**src/rtl/cpsr_update_ctrl.sv**
```systemverilog
// CPSR update arbiter: grants one of exception entry, exception return, MSR
// write or ALU flag update per cycle and sequences the two-step exception entry.
module cpsr_update_ctrl #(
    parameter logic [31:0] RESET_VAL = 32'h000000D3
) (
    input  logic        clk,
    input  logic        reset,
    input  logic        alu_req,
    input  logic [3:0]  alu_flags,
    input  logic        msr_req,
    input  logic [31:0] msr_data,
    input  logic [3:0]  msr_mask,
    input  logic        exc_req,
    input  logic [4:0]  exc_mode,
    input  logic        ret_req,
    input  logic [31:0] spsr_in,
    output logic        alu_ack,
    output logic        msr_ack,
    output logic        exc_ack,
    output logic        ret_ack,
    output logic [2:0]  CPSR_sel,
    output logic [31:0] cpsr_q,
    output logic        spsr_we,
    output logic [31:0] spsr_out,
    output logic        busy,
    output logic [1:0]  state_dbg
);

    // Handshake: each *_req is a level held by its requester; the matching
    // *_ack is a combinational one-cycle pulse in the cycle the request is
    // granted. A request still high after its ack is treated as a new one.

    typedef enum logic [1:0] {
        IDLE      = 2'd0,
        EXC_SAVE  = 2'd1,
        EXC_WRITE = 2'd2
    } state_t;

    localparam logic [2:0] SEL_HOLD = 3'b000;
    localparam logic [2:0] SEL_ALU  = 3'b001;
    localparam logic [2:0] SEL_MSR  = 3'b010;
    localparam logic [2:0] SEL_SPSR = 3'b011;
    localparam logic [2:0] SEL_EXC  = 3'b100;

    state_t      state, next_state;
    logic [31:0] cpsr_d;
    logic [4:0]  mode_q, mode_d;

    always_ff @(posedge clk or posedge reset) begin
        if (reset) begin
            state  <= IDLE;
            cpsr_q <= RESET_VAL;
            mode_q <= 5'd0;
        end else begin
            state  <= next_state;
            cpsr_q <= cpsr_d;
            mode_q <= mode_d;
        end
    end

    always_comb begin
        next_state = state;
        cpsr_d     = cpsr_q;
        mode_d     = mode_q;
        alu_ack    = 1'b0;
        msr_ack    = 1'b0;
        exc_ack    = 1'b0;
        ret_ack    = 1'b0;
        CPSR_sel   = SEL_HOLD;
        spsr_we    = 1'b0;
        spsr_out   = 32'd0;
        // Grants are suppressed while reset is asserted so acks stay low
        // even though the state is already IDLE.
        if (!reset) begin
            case (state)
                IDLE: begin
                    if (exc_req) begin
                        exc_ack    = 1'b1;
                        mode_d     = exc_mode;
                        next_state = EXC_SAVE;
                    end else if (ret_req) begin
                        ret_ack  = 1'b1;
                        CPSR_sel = SEL_SPSR;
                        cpsr_d   = spsr_in;
                    end else if (msr_req) begin
                        msr_ack  = 1'b1;
                        CPSR_sel = SEL_MSR;
                        for (int i = 0; i < 4; i++) begin
                            if (msr_mask[i]) cpsr_d[i*8 +: 8] = msr_data[i*8 +: 8];
                        end
                    end else if (alu_req) begin
                        alu_ack      = 1'b1;
                        CPSR_sel     = SEL_ALU;
                        cpsr_d[31:28] = alu_flags;
                    end
                end
                EXC_SAVE: begin
                    spsr_we    = 1'b1;
                    spsr_out   = cpsr_q;
                    next_state = EXC_WRITE;
                end
                EXC_WRITE: begin
                    // Set I, keep F, clear T, enter the mode latched at grant.
                    CPSR_sel   = SEL_EXC;
                    cpsr_d     = {cpsr_q[31:8], 1'b1, cpsr_q[6], 1'b0, mode_q};
                    next_state = IDLE;
                end
                default: next_state = IDLE;
            endcase
        end
    end

    assign busy      = (state != IDLE);
    assign state_dbg = state;

endmodule

```
**config.mk**
```make
export PLATFORM = sky130hd
export DESIGN_NAME = cpsr_update_ctrl
export DESIGN_NICKNAME = d
export VERILOG_FILES = /design/src/rtl/cpsr_update_ctrl.sv
export SDC_FILE = /design/constraint.sdc
export NUM_CORES = 1
export LEC_CHECK = 0
export BUFFER_PORTS_ARGS = -buffer_cell sky130_fd_sc_hd__buf_2
export CAP_MARGIN = 20
export CORE_AREA = 2 2 81 83
export DETAILED_ROUTE_END_ITERATION = 8
export DIE_AREA = 0 0 83 85
export HOLD_SLACK_MARGIN = 0.03
export PLACE_DENSITY = 0.84
export SLEW_MARGIN = 20
export SYNTH_ARGS = -nofsm -noshare
export SYNTH_HDL_FRONTEND = slang
export SYNTH_SLANG_ARGS = --single-unit
```
**constraint.sdc**
```tcl
create_clock -name clk -period 4.1 [get_ports clk]
set_input_delay 0.205 -clock clk [delete_from_list [all_inputs] [get_ports clk]]
set_output_delay 0.205 -clock clk [all_outputs]
set_load 0.01 [all_outputs]
```
==> results of run 1 <==
==> metrics by stage <==
step           worst slack [ps]  cells
2_1_floorplan              1940    223
3_3_place_gp               1630    436
3_5_place_dp               1540    436
4_1_cts                    1540    444
5_1_grt                    1700    444
6_report                   1830    444
==> flip-flops by register name, indices dropped and copies added, names as in the netlist <==
signal     flops
cpsr_q        32
mode_q         5
state_dbg      2
==> area by class of cell <==
cell class	instances	area, sq um
Sequential cell	39	982
Clock inverter	1	7.51
Fill cell	566	2970
Timing Repair Buffer	157	788
Inverter	4	15.0
Multi-Input combinational cell	159	1240
Clock buffer	7	96.3
Tap cell	77	96.3
==> logic make-up (layout without fill, tap and decap cells) <==
| group | after synthesis | in the layout | share of synthesized area |
|---|---|---|---|
| simple gates | 50 | 50 | 0.131 |
| buf+inv | 25 | 169 | 0.0523 |
| flops | 39 | 39 | 0.419 |
| mux | 53 | 53 | 0.240 |
| compound gates | 56 | 56 | 0.158 |
==> power groups by stage <==
| stage | Clock (mW) | Sequential, mW | Combinational, mW |
|---|---|---|---|
| after detailed placement | 0 | 0.658 | 0.581 |
| after global placement | 0 | 0.649 | 0.566 |
| after CTS | 0.290 | 0.653 | 0.581 |
| after floorplan | 0 | 0.700 | 0.282 |
| final | 0.279 | 0.651 | 0.573 |
| after global routing | 0.312 | 0.674 | 0.634 |
==> worst reg2reg max path: cells and delay by family, from the launching register on <==
kind,cells,cell delay [ps]
multiplexers,1,380
AO/OA/AOI/OAI,1,430
flip-flops,1,450
AND/OR/NAND/NOR,1,780
==> worst max-delay path by stage <==
stage	endpoint	depth (start not counted)
detailed placement	spsr_out[20]	5
finish	alu_ack	3
floorplan	spsr_out[13]	5
global route	spsr_out[5]	5
global placement	spsr_out[11]	5
CTS	spsr_out[20]	5
==> cells in the final DEF, fill, tap and decap left out, types with 2 or more instances in the layout <==
cell      count
buf_2       156
dfrtp_1      34
and2_1       32
mux2i_1      27
mux2_2       26
o21ai_0      25
o41ai_1      21
clkbuf_8      7
a21oi_1       6
nand2_1       5
dfstp_2       5
inv_1         3
nor2_1        3
nand2b_1      2
a21o_1        2
==> metal layers <==
| layer | vias up | global-route usage | wire length [microns] |
|---|---|---|---|
| met5 | - | 0 | 0 |
| met4 | 0 | 0.0432 | 63 |
| met3 | 8 | 0.0467 | 443 |
| met2 | 98 | 0.323 | 3160 |
| met1 | 1023 | 0.218 | 2620 |
| li1 | 1098 | - | - |
==> impl_metrics.yaml, run 1 <==
run_status:
  status: "completed"
route:
  routed_via_density: 5.02
  drc: 0
  antenna_left: 0
  vias: 2227
  wirelength_mm: 6.28
  drt_iter0_drc: 47
  wl_per_cell_microns: 14.1
  drtPass1Iterations: 4
sta:
  finClkSkew_ps: 5.11
  period_share: 0.554
  timing.fmax_mhz: 440
  holdWs_ps: 130
  drv_slew: 0
  setup_viol: 0
  worst_pin_slew_ps: 999
  hold_violations: 0
  min_period_ps: 2270
  setup_tns_ps: 0
  rsz0062_at_grt: "no"
  relSlewSlack: 0.334
pwr:
  netSwitchingFraction: 0.344
  p_sw_mw: 0.517
  intPower_mw: 0.986
  p_seq_frac: 0.433
  peakVddDrop_mv: 0.286
  power_mw: 1.50
  power_density_nw_per_um2: 465
  p_clk_frac: 0.186
  combPwrFrac: 0.381
  power.leakage_nw: 1.74
critical_path:
  cp_slowest_cell: "or4_4"
  cp-end-kind: "primary output"
  reg2reg_to: "cpsr_q[29]"
  critPathTopFamily: "simple AND/OR/NAND/NOR gates"
  crit_start: "state_dbg[0]"
  crit_path_start_kind: "flip-flop"
  reg2reg_from: "state_dbg[0]"
  cp_cell_sequence: "or4_4, nor4b_1, buf_2"
  cp.arrival_ps: 2070
  path_buf_inv: 1
  rrSetupSlack_ps: 1940
  critPathKind: "reg -> out"
  crit_required_ps: 3890
  cp_max_fo: 48
  worstRegToRegCells: 3
  critPathMaxStageDelay_ps: 780
global_route:
  grt_pass1_wl_mm: 10.4
  grt_max_degree: 49
  grt_overflow: 0
  first_global_vias: 2138
  antenna_found_initial: 0
  grt.total_usage: 0.180
floorplan:
  floorplan.die_area_sq_um: 7060
  io_pins: 158
  fp.dieW_microns: 83
  num_rows: 29
  core_sq_um: 6200
  fp.dieH_microns: 85
  start_util: 0.378
cts:
  clock-sinks: 39
  cts_setup_buffers: 0
  cts_resized: 0
  clock-root-buffer: "clkbuf_8"
  cts_buffer_depth: 2
  h-tree-depth: 2
  cts_tree: "yes"
  cts_hold_buf: 0
  clk_pin_slew_worst_paths_ps: 70
  numCtsBuffers: 5
  insertion_delay_ps: 280
finish:
  drive_above_1_share: 0.550
  diodes: 0
  final_util: 0.521
  fin_area_sq_um: 3230
  finalNetCount: 449
  area_delta_synth_final_pct: 37.8
synth:
  netlist.area_leader.share: 0.363
  ys.flop_type: "dfrtp_1"
  postSynthAreaPerCell_sq_um: 10.5
  netlist_top_cells_area: "dfrtp_1 (36%), mux2_2 (12%), mux2i_1 (12%)"
  synth_common_cells: "dfrtp_1 (34), and2_1 (32), mux2i_1 (27)"
  netlist_area_sq_um: 2340
  yosys_register_bits: 39
  yosysMostFrequentCell: "dfrtp_1"
  synth_edf_count: 0
  async_flop_share: 1.00
  syn_inst: 223
  yosysTopAreaCell: "dfrtp_1"
  yosys_warnings: 0
  syn_nets: 306
  synth_cell_type_count: 26
  ys_seq_area_frac: 0.419
flow_run:
  maxCapViolCount: 0
placed_design:
  postPlaceCellArea_sq_um: 3120
  hpwl_mm: 4.69
  io_buffers: 157
  gp_congestion: 0.736
min_path:
  hold_class: "in -> async"
Power figures use the tool's default switching activity.
==> run 2, diff against run 1 <==
ABC_AREA = 1   (was default)
CORE_AREA = 2 2 84 86   (was 2 2 81 83)
DIE_AREA = 0 0 86 88   (was 0 0 83 85)
PLACE_DENSITY = 0.86   (was 0.84)
clock period = 2.05 ns   (was 4.1 ns; I/O delays follow)
==> run 2 against run 1 <==
First-iteration DRC count rose by 130%. Cell area rose by 10%. Global-route usage rose by 2.9 points. Sequential cell count did not move. Setup slack got worse by 1700 ps. Hold slack improved by 9.9 ps. Cell count rose by 46%. Register-to-register slack got worse by 1400 ps.
==> impl_metrics.yaml, run 2 <==
placed_design:
  hpwl_mm: 5.98
  gp_congestion: 0.814
  io_buffers: 157
floorplan:
  fp.dieW_microns: 86
  fp.dieH_microns: 88
  floorplan.die_area_sq_um: 7570
  io_pins: 158
  num_rows: 30
  core_sq_um: 6640
  start_util: 0.382
global_route:
  grt_overflow: 0
  grt_pass1_wl_mm: 12.6
  first_global_vias: 2886
  antenna_found_initial: 0
  grt_max_degree: 40
  grt.total_usage: 0.209
cts:
  h-tree-depth: 2
  insertion_delay_ps: 290
  cts_buffer_depth: 2
  clock-root-buffer: "clkbuf_8"
  clock-sinks: 39
  numCtsBuffers: 5
  clk_pin_slew_worst_paths_ps: 80
  cts_tree: "yes"
flow_run:
  maxCapViolCount: 0
sta:
  min_period_ps: 1880
  relSlewSlack: 0.589
  setup_viol: 0
  worst_pin_slew_ps: 615
  setup_tns_ps: 0
  hold_violations: 0
  timing.fmax_mhz: 531
  drv_slew: 0
  period_share: 0.919
  rsz0062_at_grt: "no"
  finClkSkew_ps: 5.14
critical_path:
  reg2reg_to: "cpsr_q[14]"
  crit_path_start_kind: "input port"
  reg2reg_from: "state_dbg[1]"
  crit_required_ps: 1950
  cp-end-kind: "primary output"
  critPathKind: "in -> out"
  worstRegToRegCells: 5
  cp.arrival_ps: 1780
  cp_max_fo: 21
  rrSetupSlack_ps: 580
synth:
  ys_seq_area_frac: 0.387
  syn_inst: 409
  netlist.area_leader.share: 0.335
  syn_nets: 492
  yosysMostFrequentCell: "nand2_1"
  ys.flop_type: "dfrtp_1"
  yosysTopAreaCell: "dfrtp_1"
  synth_edf_count: 0
  yosys_warnings: 0
  netlist_area_sq_um: 2540
  synth_cell_type_count: 20
  async_flop_share: 1.00
  synth_common_cells: "nand2_1 (194), inv_1 (52), nor2_1 (45)"
  yosys_register_bits: 39
  postSynthAreaPerCell_sq_um: 6.21
  netlist_top_cells_area: "dfrtp_1 (34%), nand2_1 (29%), inv_1 (7.7%)"
finish:
  layout_common_cells: "nand2_1 (194), buf_2 (157), inv_1 (52)"
  area_delta_synth_final_pct: 40.3
  layout_commonest_cell: "nand2_1"
  diodes: 0
  finalNetCount: 652
  drive_above_1_share: 0.337
  final_util: 0.536
  largest_register_ffs: 32
  top_register: "cpsr_q"
route:
  vias: 3043
  drtPass1Iterations: 6
  drt_iter0_drc: 109
  wl_per_cell_microns: 12.1
  antenna_left: 0
  wirelength_mm: 7.85
  routed_via_density: 4.68
  drc: 0
min_path:
  hold_class: "in -> reg"
  min_from: "alu_flags[2]"
  hold_path_end: "cpsr_q[30]"
  whs_path_depth: 5
pwr:
  peakVddDrop_mv: 0.342
  power_density_nw_per_um2: 900
  power.leakage_nw: 2.23
  power_mw: 3.21
run_status:
  status: "completed"
run 2: layout make-up:
cell class | instances | area, sq um
clock buffers | 6 | 82.6
clock inverters | 2 | 35.0
fillers | 659 | 3080
inverters | 56 | 211
multi-input cells | 300 | 1270
flip-flops and latches | 39 | 982
well taps | 80 | 100
repair buffers | 167 | 876
run 2: repair_timing:
item / CTS / global route
resized for setup: 0 / 1
setup endpoints to repair: 0 / 21
hold buffers: 6 / 0
hold endpoints to repair: 15 / 0
buffers inserted: 0 / 0
run 2: cells by family after synthesis:
group                  after synthesis  share of synthesized area
buffers and inverters               70                      0.113
AOI/OAI and AO/OA                   28                     0.0582
DFF                                 39                      0.387
and+or+nand+nor                    272                      0.442
run 2: how the worst max path moves through the flow:
stage / startpoint / end / slack [ps] / depth (start not counted)
6_report: reset / spsr_out[3] / 170 / 7
4_1_cts: reset / spsr_out[3] / 40 / 7
3_5_place_dp: state_dbg[0] / spsr_out[3] / 530 / 6
5_1_grt: reset / spsr_out[16] / 20 / 7
3_3_place_gp: state_dbg[1] / cpsr_q[3] / 630 / 6
2_1_floorplan: reset / mode_q[0] / 680 / 5
run 2: through the flow:
stage / area [sq um] / worst slack, ps / hold WS (ps) / std cells
2_1_floorplan: 2540 / 682 / 55.9 / 409
3_3_place_gp: 3380 / 628 / 58.8 / 636
3_5_place_dp: 3380 / 529 / 66.4 / 636
4_1_cts: 3560 / 43.9 / 120 / 650
5_1_grt: 3560 / 23.3 / 153 / 650
6_report: 3560 / 167 / 140 / 650
run 2: power breakdown:
part	switching [mW]	internal, mW	total [mW]
Clock	0.278	0.394	0.672
Sequential	0.231	1.07	1.30
Combinational	0.741	0.495	1.24
Total	1.25	1.96	3.21
run 2: metal layers:
layer / GRT usage / vias up / wire [microns]
met5: 0 / - / 0
met4: 0.0563 / 0 / 82
met3: 0.0386 / 11 / 537
met2: 0.387 / 121 / 3990
met1: 0.249 / 1377 / 3240
li1: - / 1534 / -
run 2: critical path: stages:
cell and delay (ps):
dlygate4sd3_1 510, buf_2 120, clkinv_2 250, nand2_4 280, buf_4 290, nor2_1 70, buf_2 140
==> run 3, diff against run 2 <==
ABC_AREA = 0   (was 1)
CORE_AREA = 2 2 82 84   (was 2 2 84 86)
DIE_AREA = 0 0 84 86   (was 0 0 86 88)
PLACE_DENSITY = 0.85   (was 0.86)
==> run 3 against run 2 <==
Clock-buffer cell count up 1. Sequential share of layout area rose by 1.7 points. Routed wire length down 11%. Largest cell class unchanged. Combinational power is essentially flat.
==> impl_metrics.yaml, run 3 (same netlist as run 1, synthesis figures left out) <==
critical_path:
  worstRegToRegCells: 3
  reg2reg_to: "cpsr_q[29]"
  critPathKind: "in -> out"
  reg2reg_from: "state_dbg[0]"
  critPathMaxStageDelay_ps: 530
  cp_slowest_cell: "dlygate4sd3_1"
  crit_required_ps: 1950
  cpMostUsedCell: "buf_2"
  rrSetupSlack_ps: 200
  cp_max_fo: 24
  cp.arrival_ps: 1850
  crit_path_start_kind: "input port"
  cp_cell_sequence: "dlygate4sd3_1, buf_2, or4_4, buf_12, nor4b_4, buf_2"
  cp-end-kind: "primary output"
placed_design:
  gp_congestion: 0.763
  hpwl_mm: 5.12
  post-place-ws_ps: 169
  io_buffers: 157
sta:
  period_share: 0.953
  timing.fmax_mhz: 512
  setup_tns_ps: 0
  relSlewSlack: 0.318
  worst_pin_slew_ps: 1020
  finClkSkew_ps: 2.38
  rsz0062_at_grt: "no"
  holdWs_ps: 47.5
  drv_slew: 0
  setup_slack_ps: 96.0
  min_period_ps: 1950
  setup_viol: 0
  hold_violations: 0
min_path:
  hold_class: "in -> reg"
  whs_path_depth: 2
  hold_path_end: "mode_q[0]"
  min_from: "exc_mode[0]"
floorplan:
  floorplan.die_area_sq_um: 7220
  start_util: 0.374
  num_rows: 29
  core_sq_um: 6280
  io_pins: 158
  fp.dieH_microns: 86
  fp.dieW_microns: 84
run_status:
  status: "completed"
cts:
  h-tree-depth: 2
  cts_tree: "yes"
  insertion_delay_ps: 280
  clock-root-buffer: "clkbuf_8"
  cts_buffer_depth: 2
  clk_pin_slew_worst_paths_ps: 70
  numCtsBuffers: 5
  clock-sinks: 39
finish:
  layout_common_cells: "buf_2 (157), and2_1 (32), dfrtp_1 (32)"
  fillCellCount: 577
  top_register: "cpsr_q"
  drive_above_1_share: 0.563
  final_util: 0.535
  layout_commonest_cell: "buf_2"
  area_delta_synth_final_pct: 43.3
  diodes: 0
  finalNetCount: 460
  largest_register_ffs: 32
flow_run:
  maxCapViolCount: 0
pwr:
  power_density_nw_per_um2: 906
  power.leakage_nw: 1.82
  peakVddDrop_mv: 0.448
route:
  antenna_left: 0
  drt_iter0_drc: 107
  wirelength_mm: 6.98
  drtPass1Iterations: 4
  wl_per_cell_microns: 15.3
  drc: 0
  vias: 2329
  routed_via_density: 5.12
global_route:
  first_global_vias: 2222
  grt_max_degree: 48
  grt_overflow: 0
  grt_pass1_wl_mm: 11.1
  antenna_found_initial: 0
  grt.total_usage: 0.191
## run 3: changes by cell type in the layout (fill, tap and decap cells not counted), moves of 5 or more
| cell | before | now |
|---|---|---|
| nand2_1 | 194 | 5 |
| inv_1 | 52 | 3 |
| nor2_1 | 45 | 3 |
| and2_1 | 0 | 32 |
| mux2i_1 | 0 | 27 |
| mux2_2 | 0 | 26 |
| o21ai_0 | 3 | 25 |
| o41ai_1 | 0 | 21 |
| nand3_1 | 19 | 0 |
| a21oi_1 | 22 | 6 |
| nor2_4 | 6 | 0 |
| dlygate4sd3_1 | 6 | 1 |
## run 3: per-layer routing
layer,GRT usage,vias up,part of all wire
met4,0.0308,0,0.0043
li1,-,1125,-
met1,0.222,1103,0.40
met5,0,-,0
met3,0.0472,4,0.066
met2,0.361,97,0.53
## run 3: worst max path at each step
stage | from | end | slack [ps] | depth (start not counted)
2_1_floorplan | reset | spsr_out[13] | 100 | 5
3_3_place_gp | state_dbg[0] | alu_ack | 270 | 4
3_5_place_dp | state_dbg[0] | cpsr_q[29] | 170 | 3
4_1_cts | state_dbg[0] | alu_ack | 60 | 4
5_1_grt | state_dbg[0] | alu_ack | 30 | 4
6_report | reset | alu_ack | 100 | 6
## run 3: per-stage QoR
stage          power [mW]  instances  area, sq um
4_1_cts              3.06        452         3310
5_1_grt              3.26        455         3360
2_1_floorplan        1.96        223         2340
3_5_place_dp         2.51        443         3180
6_report             3.04        455         3360
3_3_place_gp         2.46        443         3180
## run 3: power by group
group | switching [mW] | total, mW | internal, mW
clock network | 0.258 | 0.530 | 0.271
registers | 0.197 | 1.29 | 1.10
logic | 0.608 | 1.22 | 0.610
## run 3: repair_timing
action	CTS	global route
hold endpoints to repair	34	0
setup endpoints to repair	1	1
hold buffers	1	0
cloned	0	1
setup buffers	0	2
pin swaps	0	1
resized for setup	6	1
## run 3: area by class of cell
cell class | instances | area [sq um] | area share
clock buffer | 7 | 86.3 | 0.0257
clock inverter | 1 | 5.00 | 0.00149
inverter | 4 | 15.0 | 0.00447
multi-input combinational | 159 | 1260 | 0.375
sequential | 39 | 985 | 0.293
tap | 77 | 96.3 | 0.0287
timing repair buffer | 168 | 913 | 0.272
## run 3: critical path: cells and delay by family
| family | cells | cell delay [ps] |
|---|---|---|
| simple gates | 2 | 690 |
| buf+inv | 4 | 1050 |
